<file path="src/rtl/dbus_uncached_responder_pkg.sv">
`default_nettype none
// +--------------------------------------------------------------------------+
// | Module   : dbus_uncached_responder_pkg                                   |
// | Purpose  : Shared CPU data-bus definitions: physical address / word      |
// |            types, the dbus transaction-tag width and the responder FSM   |
// |            state encoding, plus a small byte-enable helper.              |
// | Ports    : none (package)                                                |
// | Revision : 1.0  initial release                                          |
// +--------------------------------------------------------------------------+

// Tag width shared by every dbus master/slave; overridable from the build.
`ifndef DBUS_TRANS_WIDTH
`define DBUS_TRANS_WIDTH 4
`endif

package dbus_uncached_responder_pkg;

  localparam int unsigned c_dbus_trans_width = `DBUS_TRANS_WIDTH;

  typedef logic [31:0] phys_t;
  typedef logic [31:0] uint32_t;

  typedef enum logic [1:0] {
    IDLE = 2'd0,
    REQ  = 2'd1,
    WAIT = 2'd2,
    DONE = 2'd3
  } dbus_resp_state_t;

  // Loads always fetch the full word; only stores narrow the lanes.
  function automatic logic [3:0] req_byteenable(input logic is_write,
                                                input logic [3:0] be);
    return is_write ? be : 4'hF;
  endfunction

endpackage

`default_nettype wire

</file>
<file path="src/rtl/dbus_uncached_responder_if.sv">
`default_nettype none
// +--------------------------------------------------------------------------+
// | Module   : dbus_uncached_responder_if                                    |
// | Purpose  : CPU data-bus interface between a MEM-stage master and a       |
// |            responder. Request fields are held stable by the master       |
// |            while stall=1; a request completes when request=1, stall=0.   |
// | Ports    : master -> read, write, invalidate, invalidate_icache,         |
// |                     address, byteenable, wrdata, trans_in               |
// |            slave  -> stall, rddata, trans_out                            |
// | Revision : 1.0  initial release                                          |
// +--------------------------------------------------------------------------+
interface dbus_uncached_responder_if
  import dbus_uncached_responder_pkg::*;
#(
  parameter int TRANS_WIDTH = c_dbus_trans_width,
  parameter int ADDR_WIDTH  = 32
);

  logic                   read;
  logic                   write;
  logic                   invalidate;
  logic                   invalidate_icache;
  logic [ADDR_WIDTH-1:0]  address;
  logic [3:0]             byteenable;
  logic [31:0]            wrdata;
  logic [TRANS_WIDTH-1:0] trans_in;

  logic                   stall;
  logic [31:0]            rddata;
  logic [TRANS_WIDTH-1:0] trans_out;

  modport master (
    output read, write, invalidate, invalidate_icache,
           address, byteenable, wrdata, trans_in,
    input  stall, rddata, trans_out
  );

  modport slave (
    input  read, write, invalidate, invalidate_icache,
           address, byteenable, wrdata, trans_in,
    output stall, rddata, trans_out
  );

endinterface

`default_nettype wire

</file>
<file path="src/rtl/dbus_uncached_responder.sv">
`default_nettype none
// +--------------------------------------------------------------------------+
// | Module   : dbus_uncached_responder                                       |
// | Purpose  : Slave end of the CPU data bus for uncached space. Each load   |
// |            or store becomes exactly one transaction on an SRAM-like      |
// |            memory port (req / addr_ok / data_ok) while the CPU is        |
// |            stalled. Cache-maintenance ops complete immediately.          |
// | Ports    : clk, rst          clock, synchronous active-high reset        |
// |            dbus (slave)      CPU data-bus request / response             |
// |            mem_req/wr/addr/be/wdata   memory request (registered)        |
// |            mem_addr_ok/data_ok/rdata  memory handshake and read data     |
// | Revision : 1.0  initial release                                          |
// +--------------------------------------------------------------------------+
module dbus_uncached_responder
  import dbus_uncached_responder_pkg::*;
#(
  parameter int TRANS_WIDTH = `DBUS_TRANS_WIDTH,
  parameter int ADDR_WIDTH  = 32
) (
  input  logic                  clk,
  input  logic                  rst,

  dbus_uncached_responder_if.slave dbus,

  output logic                  mem_req,
  output logic                  mem_wr,
  output logic [ADDR_WIDTH-1:0] mem_addr,
  output logic [3:0]            mem_be,
  output logic [31:0]           mem_wdata,
  input  logic                  mem_addr_ok,
  input  logic                  mem_data_ok,
  input  logic [31:0]           mem_rdata
);

  dbus_resp_state_t       r_state;
  logic                   r_mem_req;
  logic                   r_we;
  logic [ADDR_WIDTH-1:0]  r_addr;
  logic [3:0]             r_be;
  logic [31:0]            r_wdata;
  logic [TRANS_WIDTH-1:0] r_trans;
  logic [31:0]            r_rddata;

  logic                   w_request;
  logic                   w_unused;

  // Only loads and stores reach memory; invalidates in uncached space have
  // no lines to act on, so they never stall.
  assign w_request = dbus.read | dbus.write;

  // Stall is combinational so a fresh request stalls in its very first
  // cycle, before the FSM has had a chance to latch it.
  assign dbus.stall     = w_request & (r_state != DONE);
  assign dbus.rddata    = r_rddata;
  assign dbus.trans_out = r_trans;

  assign mem_req   = r_mem_req;
  assign mem_wr    = r_we;
  assign mem_addr  = r_addr;
  assign mem_be    = r_be;
  assign mem_wdata = r_wdata;

  // Maintenance flags and the sub-word address bits are intentionally ignored.
  assign w_unused = ^{dbus.invalidate, dbus.invalidate_icache, dbus.address[1:0]};

  always_ff @(posedge clk) begin
    if (rst) begin
      r_state   <= IDLE;
      r_mem_req <= 1'b0;
      r_we      <= 1'b0;
      r_addr    <= '0;
      r_be      <= 4'h0;
      r_wdata   <= 32'h0;
      r_trans   <= '0;
      r_rddata  <= 32'h0;
    end else begin
      case (r_state)
        IDLE: begin
          // Capture cycle: the request is latched here and issued from REQ
          // so the memory port only ever sees registered fields. A
          // simultaneous read+write is treated as a write.
          if (w_request) begin
            r_we      <= dbus.write;
            r_addr    <= {dbus.address[ADDR_WIDTH-1:2], 2'b00};
            r_be      <= req_byteenable(dbus.write, dbus.byteenable);
            r_wdata   <= dbus.wrdata;
            r_trans   <= dbus.trans_in;
            r_mem_req <= 1'b1;
            r_state   <= REQ;
          end
        end

        REQ: begin
          // data_ok is only meaningful once the address has been accepted.
          if (mem_addr_ok) begin
            r_mem_req <= 1'b0;
            if (mem_data_ok) begin
              if (!r_we) begin
                r_rddata <= mem_rdata;
              end
              r_state <= DONE;
            end else begin
              r_state <= WAIT;
            end
          end
        end

        WAIT: begin
          // Runs to completion even if the master has flushed its request.
          if (mem_data_ok) begin
            if (!r_we) begin
              r_rddata <= mem_rdata;
            end
            r_state <= DONE;
          end
        end

        DONE: begin
          // Single response cycle; a flushed result is simply dropped.
          r_state <= IDLE;
        end

        default: begin
          r_state <= IDLE;
        end
      endcase
    end
  end

endmodule

`default_nettype wire

</file>
<file path="src/flat_wrapper.sv">
// flat-port wrapper written by rule: the top's interface ports become plain ports
module dbus_uncached_responder_flat import dbus_uncached_responder_pkg::*;
#(
  parameter int TRANS_WIDTH = `DBUS_TRANS_WIDTH,
  parameter int ADDR_WIDTH  = 32
)
  (clk, rst, mem_req, mem_wr, mem_addr, mem_be, mem_wdata, mem_addr_ok, mem_data_ok, mem_rdata, dbus_read, dbus_write, dbus_invalidate, dbus_invalidate_icache, dbus_address, dbus_byteenable, dbus_wrdata, dbus_trans_in, dbus_stall, dbus_rddata, dbus_trans_out);
  dbus_uncached_responder_if #(.TRANS_WIDTH(TRANS_WIDTH), .ADDR_WIDTH(ADDR_WIDTH)) dbus_i ();
  input  logic clk;
  input  logic rst;
  output logic mem_req;
  output logic mem_wr;
  output logic [ADDR_WIDTH-1:0] mem_addr;
  output logic [3:0] mem_be;
  output logic [31:0] mem_wdata;
  input  logic mem_addr_ok;
  input  logic mem_data_ok;
  input  logic [31:0] mem_rdata;
  input wire logic [$bits(dbus_i.read)-1:0] dbus_read;
  input wire logic [$bits(dbus_i.write)-1:0] dbus_write;
  input wire logic [$bits(dbus_i.invalidate)-1:0] dbus_invalidate;
  input wire logic [$bits(dbus_i.invalidate_icache)-1:0] dbus_invalidate_icache;
  input wire logic [$bits(dbus_i.address)-1:0] dbus_address;
  input wire logic [$bits(dbus_i.byteenable)-1:0] dbus_byteenable;
  input wire logic [$bits(dbus_i.wrdata)-1:0] dbus_wrdata;
  input wire logic [$bits(dbus_i.trans_in)-1:0] dbus_trans_in;
  output wire logic [$bits(dbus_i.stall)-1:0] dbus_stall;
  output wire logic [$bits(dbus_i.rddata)-1:0] dbus_rddata;
  output wire logic [$bits(dbus_i.trans_out)-1:0] dbus_trans_out;
  assign dbus_i.read = dbus_read;
  assign dbus_i.write = dbus_write;
  assign dbus_i.invalidate = dbus_invalidate;
  assign dbus_i.invalidate_icache = dbus_invalidate_icache;
  assign dbus_i.address = dbus_address;
  assign dbus_i.byteenable = dbus_byteenable;
  assign dbus_i.wrdata = dbus_wrdata;
  assign dbus_i.trans_in = dbus_trans_in;
  assign dbus_stall = dbus_i.stall;
  assign dbus_rddata = dbus_i.rddata;
  assign dbus_trans_out = dbus_i.trans_out;
  dbus_uncached_responder #(.TRANS_WIDTH(TRANS_WIDTH), .ADDR_WIDTH(ADDR_WIDTH)) u_core (.clk(clk), .rst(rst), .dbus(dbus_i), .mem_req(mem_req), .mem_wr(mem_wr), .mem_addr(mem_addr), .mem_be(mem_be), .mem_wdata(mem_wdata), .mem_addr_ok(mem_addr_ok), .mem_data_ok(mem_data_ok), .mem_rdata(mem_rdata));
endmodule
</file>
<file path="config.mk">
export PLATFORM = sky130hd
export DESIGN_NAME = dbus_uncached_responder_flat
export DESIGN_NICKNAME = d
export VERILOG_FILES = /design/src/rtl/dbus_uncached_responder_pkg.sv /design/src/rtl/dbus_uncached_responder_if.sv /design/src/rtl/dbus_uncached_responder.sv /design/src/flat_wrapper.sv
export SDC_FILE = /design/constraint.sdc
export NUM_CORES = 1
export LEC_CHECK = 0
export CAP_MARGIN = 0
export CELL_PAD_IN_SITES_DETAIL_PLACEMENT = 1
export CELL_PAD_IN_SITES_GLOBAL_PLACEMENT = 1
export CORE_UTILIZATION = 25
export CTS_CLUSTER_DIAMETER = 100
export DETAILED_ROUTE_END_ITERATION = 12
export GPL_ROUTABILITY_DRIVEN = 0
export HOLD_SLACK_MARGIN = 0.02
export PLACE_DENSITY_LB_ADDON = 0.1
export SLEW_MARGIN = 40
export SYNTH_ARGS = -nofsm -noshare
export SYNTH_HDL_FRONTEND = slang
export SYNTH_SLANG_ARGS = --single-unit
</file>
<file path="constraint.sdc">
create_clock -name clk -period 1.5 [get_ports clk]
set_input_delay 0.375 -clock clk [delete_from_list [all_inputs] [get_ports clk]]
set_output_delay 0.375 -clock clk [all_outputs]
set_load 0.005 [all_outputs]
</file>
# After elaboration in Yosys (flattened, before gate mapping)

Cells that the tools add are included.

Register bits after elaboration: 106
Latch bits: 0
RAM bits: 0
ROM bits: 0
Bits of input ports: 112
Output and inout bits: 107
Word-level logic and storage cells: 37
Memories kept: 0

Add/subtract/negate cells: 0
Multipliers: 0
Div/mod/pow operators: 0
Order comparisons: 0
Eq/ne operators: 7
Shifts and indexed selects: 0
Multiplexer cells: 13
Bitwise operators: 2
Reduce and logical (&&, ||, !) cells: 7

Operators by type and width:

| operator                                       | number |
|---|---|
| two-way mux 32 bit                             | 3 |
| one-hot mux 32 bit (2 select lines)            | 1 |
| one-hot mux 2 bit (4 select lines)             | 1 |
| two-way mux 2 bit                              | 3 |
| != test 2 bit (second input constant)          | 3 |
| AND reduction 3 bit                            | 2 |
| == test 2 bit (second input constant)          | 2 |
| two-way mux 4 bit                              | 1 |
| AND reduction 2 bit                            | 2 |
| nonzero test 2 bit                             | 2 |
| two-way mux 1 bit                              | 3 |
| == test 2 x 1 -> 1 bit (second input constant) | 1 |
| zero test 2 bit                                | 1 |
| != test 2 x 1 -> 1 bit (second input constant) | 1 |
| one-hot mux 1 bit (2 select lines)             | 1 |
| AND 1 bit                                      | 1 |
| OR 1 bit                                       | 1 |

# Logic depth before layout (Yosys ltp)

Gate-level depths: netlist of run 1.

Word-level depth: 4
Depth in mapped cells: 8
Depth with buffers taken out: 5

# Least setup slack after synthesis of run 1

No wires, ideal clock.

Kind: register -> register
Start: register u_core.r_state[0]
End: register u_core.r_be[0] (netlist: u_core.mem_be[0])
Setup time: 0.135 ns
Data arrival time: 1.366 ns
Data required time: 1.365 ns
Setup slack: -0.001 ns
Cell stages (with the launch flop): 9
Path buffers: 3
Period minus slack after synthesis: 1.501 ns
Cells stage by stage: dfxtp_1 > inv_1 > ha_1 > buf_4 > o21a_1 > buf_2 > buf_4 > o21ai_1 > nor2_1

Cells in the longest elaborated chain, start to end: 2

RTL lines:

| element                              | RTL line                       | source |
|---|---|---|
| start, declared                      | dbus_uncached_responder.sv:35  | `dbus_resp_state_t r_state;` |
| start signal, assigned               | dbus_uncached_responder.sv:68  | `r_state <= IDLE;` |
| start signal, assigned               | dbus_uncached_responder.sv:89  | `r_state <= REQ;` |
| start signal, assigned               | dbus_uncached_responder.sv:101 | `r_state <= DONE;` |
| zero test 2 bit                      | dbus_uncached_responder.sv:77  | `case (r_state)` |
| AND reduction 2 bit (no source line) | --                             |  |
| end signal, assigned                 | dbus_uncached_responder.sv:85  | `r_be <= req_byteenable(dbus.write, dbus.byteenable);` |
| end, declared                        | dbus_uncached_responder.sv:39  | `logic [3:0] r_be;` |

No other way between the ends.
A chain may end at the register's enable or synchronous reset.

# Worst setup path in the final report of run 1

Start: register u_core.r_state[0]
End: output port dbus_stall

Cells in the longest elaborated chain, start to end: 2

RTL lines:

| element       | RTL line                      | source |
|---|---|---|
| != test 2 bit | dbus_uncached_responder.sv:53 | `assign dbus.stall = w_request & (r_state != DONE);` |
| AND 1 bit     | dbus_uncached_responder.sv:53 |  |
| end, declared | flat_wrapper.sv:27            | `output wire logic [$bits(dbus_i.stall)-1:0] dbus_stall;` |

No other way between the ends.

==> results of run 1 <==
stage by stage:
| stage | utilization (%) | area, um^2 | std cells | setup TNS [ns] | total power [mW] |
|---|---|---|---|---|---|
| finish | 44.2 | 7040 | 929 | 0 | 11.8 |
| global route | 44.2 | 7040 | 928 | -0.0368 | 12.7 |
| CTS | 42.8 | 6820 | 922 | -0.00699 | 11.5 |
| detailed placement | 41.0 | 6530 | 902 | -30.64 | 9.06 |
| global placement | 41.0 | 6530 | 902 | -25.79 | 8.90 |
| floorplan | - | 4110 | 492 | 0 | 6.40 |
layout make-up:
cell class	instances	share of cell area (%)
Antenna cell	1	0.0355
Tap cell	216	3.84
Timing Repair Buffer	249	35.9
Clock inverter	2	0.178
Sequential cell	106	30.3
Inverter	2	0.107
Clock buffer	14	3.61
Multi-Input combinational cell	339	26.0
synth_stat cells, types with 2 or more instances:
cell type,n,area [um^2]
o21ai_1,30,150
o21ai_0,6,30.0
a21oi_1,71,355
buf_2,24,120
nand3b_1,5,37.5
buf_4,7,52.6
dfxtp_1,106,2120
buf_6,2,22.5
nand2_1,134,503
buf_1,2,7.51
inv_1,2,7.51
clkbuf_1,10,37.5
a211oi_1,2,15.0
nand2b_1,2,12.5
a21oi_2,30,263
ha_1,5,62.6
nand3_1,32,160
nor2_1,6,22.5
layer usage:
layer / up-vias / part of all wire, % / track usage [%]
met1: 1988 / 42 / 20.5
met2: 123 / 48 / 29.8
met4: 0 / 1.3 / 5.75
met3: 13 / 8.0 / 5.86
li1: 2073 / - / -
met5: - / 0 / 0
registers in the layout (all words and copies together), names as in the netlist:
register	cells
u_core.mem_be	4
u_core.r_state	2
u_core.mem_addr	30
u_core.dbus.rddata	32
u_core.mem_wdata	32
u_core.mem_wr	1
u_core.mem_req	1
u_core.dbus.trans_out	4
power groups by stage:
stage | Sequential (mW) | Clock, mW | Combinational, mW
after floorplan | 4.00 | 0 | 2.40
after global routing | 4.00 | 2.44 | 6.27
after detailed placement | 3.97 | 0 | 5.09
after CTS | 3.90 | 2.31 | 5.29
after global placement | 3.93 | 0 | 4.97
final | 3.90 | 2.21 | 5.71
worst max-delay path, cell delays in order (launching register included):
cell and delay (ns):
dfxtp_2 0.34, ha_1 0.19, nor2_1 0.08, buf_2 0.12
timing repair:
item | in CTS | in global routing
gates resized for setup | 133 | 35
hold endpoints to repair | 0 | 0
endpoints found under the setup margin | 197 | 75
pin swaps | 1 | 2
buffers inserted | 1 | 1
cloned | 3 | 5
logic make-up after synthesis:
| family | count (synthesis) | synth area share [%] |
|---|---|---|
| AND/OR/NAND/NOR | 187 | 19.4 |
| other | 1 | 0.0915 |
| AO/OA/AOI/OAI | 144 | 20.9 |
| buffers and inverters | 47 | 6.04 |
| adder cells (fa/ha/maj) | 5 | 1.53 |
| flip-flops | 106 | 51.8 |
| multiplexers | 1 | 0.275 |
worst paths after layout:
check / start / to / slack (ns) / cells after the start
worst max-delay path: u_core.r_state[0]$_SDFFE_PP0P_ / dbus_stall / 0.05 / 3
worst min-delay path: rst / u_core.dbus.rddata[29]$_SDFFE_PP0P_ / 0.44 / 2
worst min register to register: u_core.mem_wdata[25]$_SDFFE_PP0P_ / u_core.mem_wdata[25]$_SDFFE_PP0P_ / 0.45 / 2
worst max register to register: u_core.r_state[0]$_SDFFE_PP0P_ / u_core.mem_addr[12]$_SDFFE_PP0P_ / 0.06 / 8
==> flow_summary.ini, run 1 <==
[placement]
hpwl_mm = 10.0
place_ws_ns = -0.480
port_buffers = 212

[clock_network]
htree_num_levels = 3
cts_tree = done
cts_made_buffers = 9
cts_hold_buf = 0
clock_sinks = 106
worstSkewPairLatency_ns = 0.35
clkTransAtPathRegs_ns = 0.07
clockBufferDepth = 2
cts_root_buffer = clkbuf_16

[critical_path]
cp_max_fo = 3
cp.arrival_ns = 1.08
start_kind = flop
crit_required_ns = 1.12
criticalPathCategory = reg2out
worstSetupEndpointType = primary output

[detailed_routing]
viasPerCell = 4.52
routed_wl_mm = 14.9
num_vias = 4197
firstDrtPassIters = 4
drt_first_iter_violations = 112
avgRoutedWirePerCell_um = 16.1
ant_nets = 0
route.detailed.drc = 0

[grt]
grt_max_degree = 40
overflow = 0
grt_usage_pct = 17.5
first_global_vias = 4414
grt_pass1_wl_mm = 22.8
antenna_found_initial = 1

[worst_hold_path]
hold_class = in2reg

[pwr]
p_sw_share_pct = 35.6
internal-power_mw = 7.61
power_leakage_nw = 3.00
seqPwrFrac_pct = 33.0
powerDensity_nw_per_um2 = 1680
comb_power_share_pct = 48.3
p_switching_mw = 4.21
peakVddDrop_v = 0.000615
clock_power_share_pct = 18.7

[final_layout]
regArea_um2 = 2140
final_common_cell = nand2_1
layout-drive-gt1-share_pct = 16.9
mostFrequentLayoutCells = nand2_1 (133), dlygate4sd2_1 (105), clkdlybuf4s50_1 (104)
multi_input_area_um2 = 1830
nets = 824
fillers = 1901
areaGrowthSynthToFinish_pct = 71.7

[floorplanning]
row_count = 46
die_w_um = 130
coreArea_um2 = 15900
die-height_um = 130
die_area_um2 = 16900
io_pins = 219
initial_core_util_pct = 25.7

[timing]
whs_ns = 0.440
slew_viol_final = 0
fmax_mhz = 688
worst_slack_ns = 0.0468
period_share_pct = 96.9
skew_ns = 0.00894
fin_crit_ns = 1.45
rsz0062_at_grt = yes
finalSetupViolations = 0
finalHoldViolCount = 0

[logic_synthesis]
async_reset_ff_share_pct = 0
seq_area_frac_synth_pct = 51.8
syn_inst = 491
synth_warnings = 0
synth_edf_count = 0
synthDistinctLibCells = 33
synth_area_um2 = 4100
avgSynthCellArea_um2 = 8.35
ys.flop_type = dfxtp_1
ys_ff_latch = 106

[outcome]
status = complete, no violations

[flow_run]
drv_cap = 0
Note: power is estimated with default switching activity, not from simulation.
==> run 2, diff against run 1 <==
--- a/config.mk
+++ b/config.mk
@@ -6,14 +6,12 @@
 export NUM_CORES = 1
 export LEC_CHECK = 0
 export CAP_MARGIN = 0
-export CELL_PAD_IN_SITES_DETAIL_PLACEMENT = 1
-export CELL_PAD_IN_SITES_GLOBAL_PLACEMENT = 1
-export CORE_UTILIZATION = 25
+export CORE_UTILIZATION = 30
 export CTS_CLUSTER_DIAMETER = 100
 export DETAILED_ROUTE_END_ITERATION = 12
 export GPL_ROUTABILITY_DRIVEN = 0
 export HOLD_SLACK_MARGIN = 0.02
-export PLACE_DENSITY_LB_ADDON = 0.1
+export PLACE_DENSITY_LB_ADDON = 0.2
 export SLEW_MARGIN = 40
 export SYNTH_ARGS = -nofsm -noshare
 export SYNTH_HDL_FRONTEND = slang
==> run 2 against run 1 <==
- routed wire length down 16%
- fmax up 0.69%
- combinational power down 17%
- die area down 16%
- first-iteration DRC count up 100%
- core utilization up 6.6 points
- clock power up 2%
- cell area down 4.2%
- setup slack better by 0.0099 ns
- highest routed layer unchanged
==> flow_summary.ini, run 2 (same netlist as run 1, synthesis figures left out) <==
[outcome]
status = complete, no violations

[detailed_routing]
routed_wl_mm = 12.6
drt_first_iter_violations = 224
avgRoutedWirePerCell_um = 14.4
num_vias = 4097
viasPerCell = 4.69
firstDrtPassIters = 4
route.detailed.drc = 0
ant_nets = 0

[critical_path]
criticalPathCategory = reg2out
crit_required_ns = 1.12
rr_worst_depth = 5
start_kind = flop
cp_max_fo = 3
worstSetupEndpointType = primary output
cp.arrival_ns = 1.07

[timing]
fmax_mhz = 693
slew_viol_final = 0
period_share_pct = 96.2
fin_crit_ns = 1.44
rsz0062_at_grt = yes
skew_ns = 0.00674
setup_tns_ns = 0
whs_ns = 0.453
finalSetupViolations = 0
finalHoldViolCount = 0
worst_slack_ns = 0.0567

[pwr]
comb_power_share_pct = 43.6
power_mw = 10.9
peakVddDrop_v = 0.000757
internal-power_mw = 7.06
p_sw_share_pct = 35.3
power_leakage_nw = 2.89
powerDensity_nw_per_um2 = 1620
p_switching_mw = 3.86
seqPwrFrac_pct = 35.7
clock_power_share_pct = 20.7

[floorplanning]
die_area_um2 = 14100
die-height_um = 119
row_count = 42
io_pins = 219
initial_core_util_pct = 30.8
coreArea_um2 = 13300
die_w_um = 119

[final_layout]
final_util_pct = 50.7
layout-drive-gt1-share_pct = 14.6
mostFrequentLayoutCells = nand2_1 (134), dlygate4sd2_1 (106), clkdlybuf4s50_1 (104)
fillers = 1268
areaGrowthSynthToFinish_pct = 64.5
nets = 812
final_common_cell = nand2_1
num_antenna_cells = 0

[clock_network]
cts_root_buffer = clkbuf_16
cts_tree = done
clockBufferDepth = 2
cts_made_buffers = 9
htree_num_levels = 3
clock_sinks = 106
clkTransAtPathRegs_ns = 0.07
worstSkewPairLatency_ns = 0.34

[placement]
place_ws_ns = -0.474
hpwl_mm = 8.65
port_buffers = 212

[grt]
grt_usage_pct = 17.4
grt_pass1_wl_mm = 19.5
antenna_found_initial = 0
grt_max_degree = 55
first_global_vias = 3920
overflow = 0

[flow_run]
drv_cap = 0

[worst_hold_path]
hold-path-cell-count = 2
hold_class = reg2reg
[run 2: power groups by stage]
stage          registers (mW)  clock network, mW  logic (mW)
3_5_place_dp             3.95                  0        4.95
5_1_grt                  3.98               2.45        5.23
2_1_floorplan            4.00                  0        2.40
4_1_cts                  3.89               2.34        4.57
6_report                 3.90               2.26        4.76
3_3_place_gp             3.92                  0        4.86
[run 2: per-stage QoR]
step / std cells / instance area, um^2
after detailed placement: 858 / 6470
final: 874 / 6750
after global routing: 874 / 6750
after CTS: 872 / 6660
after global placement: 858 / 6470
after floorplan: 492 / 4110
[run 2: timing repair]
item                                    4_1_cts  5_1_grt
pin swaps                                     1        0
endpoints found under the setup margin      165       96
gates cloned                                  0        2
resized for setup                           131       15
hold buffers                                  0        0
setup buffers                                 0        0
endpoints found under the hold margin         0        0
[run 2: routing by layer]
metal	global-route usage [%]	part of all wire, %
met1	21.5	45
met2	27.4	45
met3	5.70	7.6
met4	7.67	2.0
met5	0	0
[run 2: layout make-up]
| cell class | count | area [um^2] | area share [%] |
|---|---|---|---|
| flip-flops and latches | 106 | 2140 | 31.7 |
| clock inverters | 2 | 12.5 | 0.185 |
| multi-input cells | 339 | 1800 | 26.7 |
| inverters | 2 | 7.51 | 0.111 |
| repair buffers | 237 | 2300 | 34.1 |
| well taps | 176 | 220 | 3.26 |
| clock buffers | 12 | 267 | 3.95 |
[run 2: path summary, 6_finish.rpt]
| kind | from | slack [ns] | endpoint |
|---|---|---|---|
| setup / recovery | u_core.r_state[0]$_SDFFE_PP0P_ | 0.06 | dbus_stall |
| hold / removal | u_core.mem_addr[7]$_SDFFE_PP0P_ | 0.45 | u_core.mem_addr[7]$_SDFFE_PP0P_ |
| hold reg to reg | u_core.mem_addr[7]$_SDFFE_PP0P_ | 0.45 | u_core.mem_addr[7]$_SDFFE_PP0P_ |
| setup reg to reg | u_core.r_state[0]$_SDFFE_PP0P_ | 0.06 | u_core.r_state[0]$_SDFFE_PP0P_ |
[run 2: critical path, stage by stage, from the launching register on]
cell and delay [ns]:
dfxtp_2 0.33, ha_2 0.18, nor2_1 0.08, buf_2 0.14
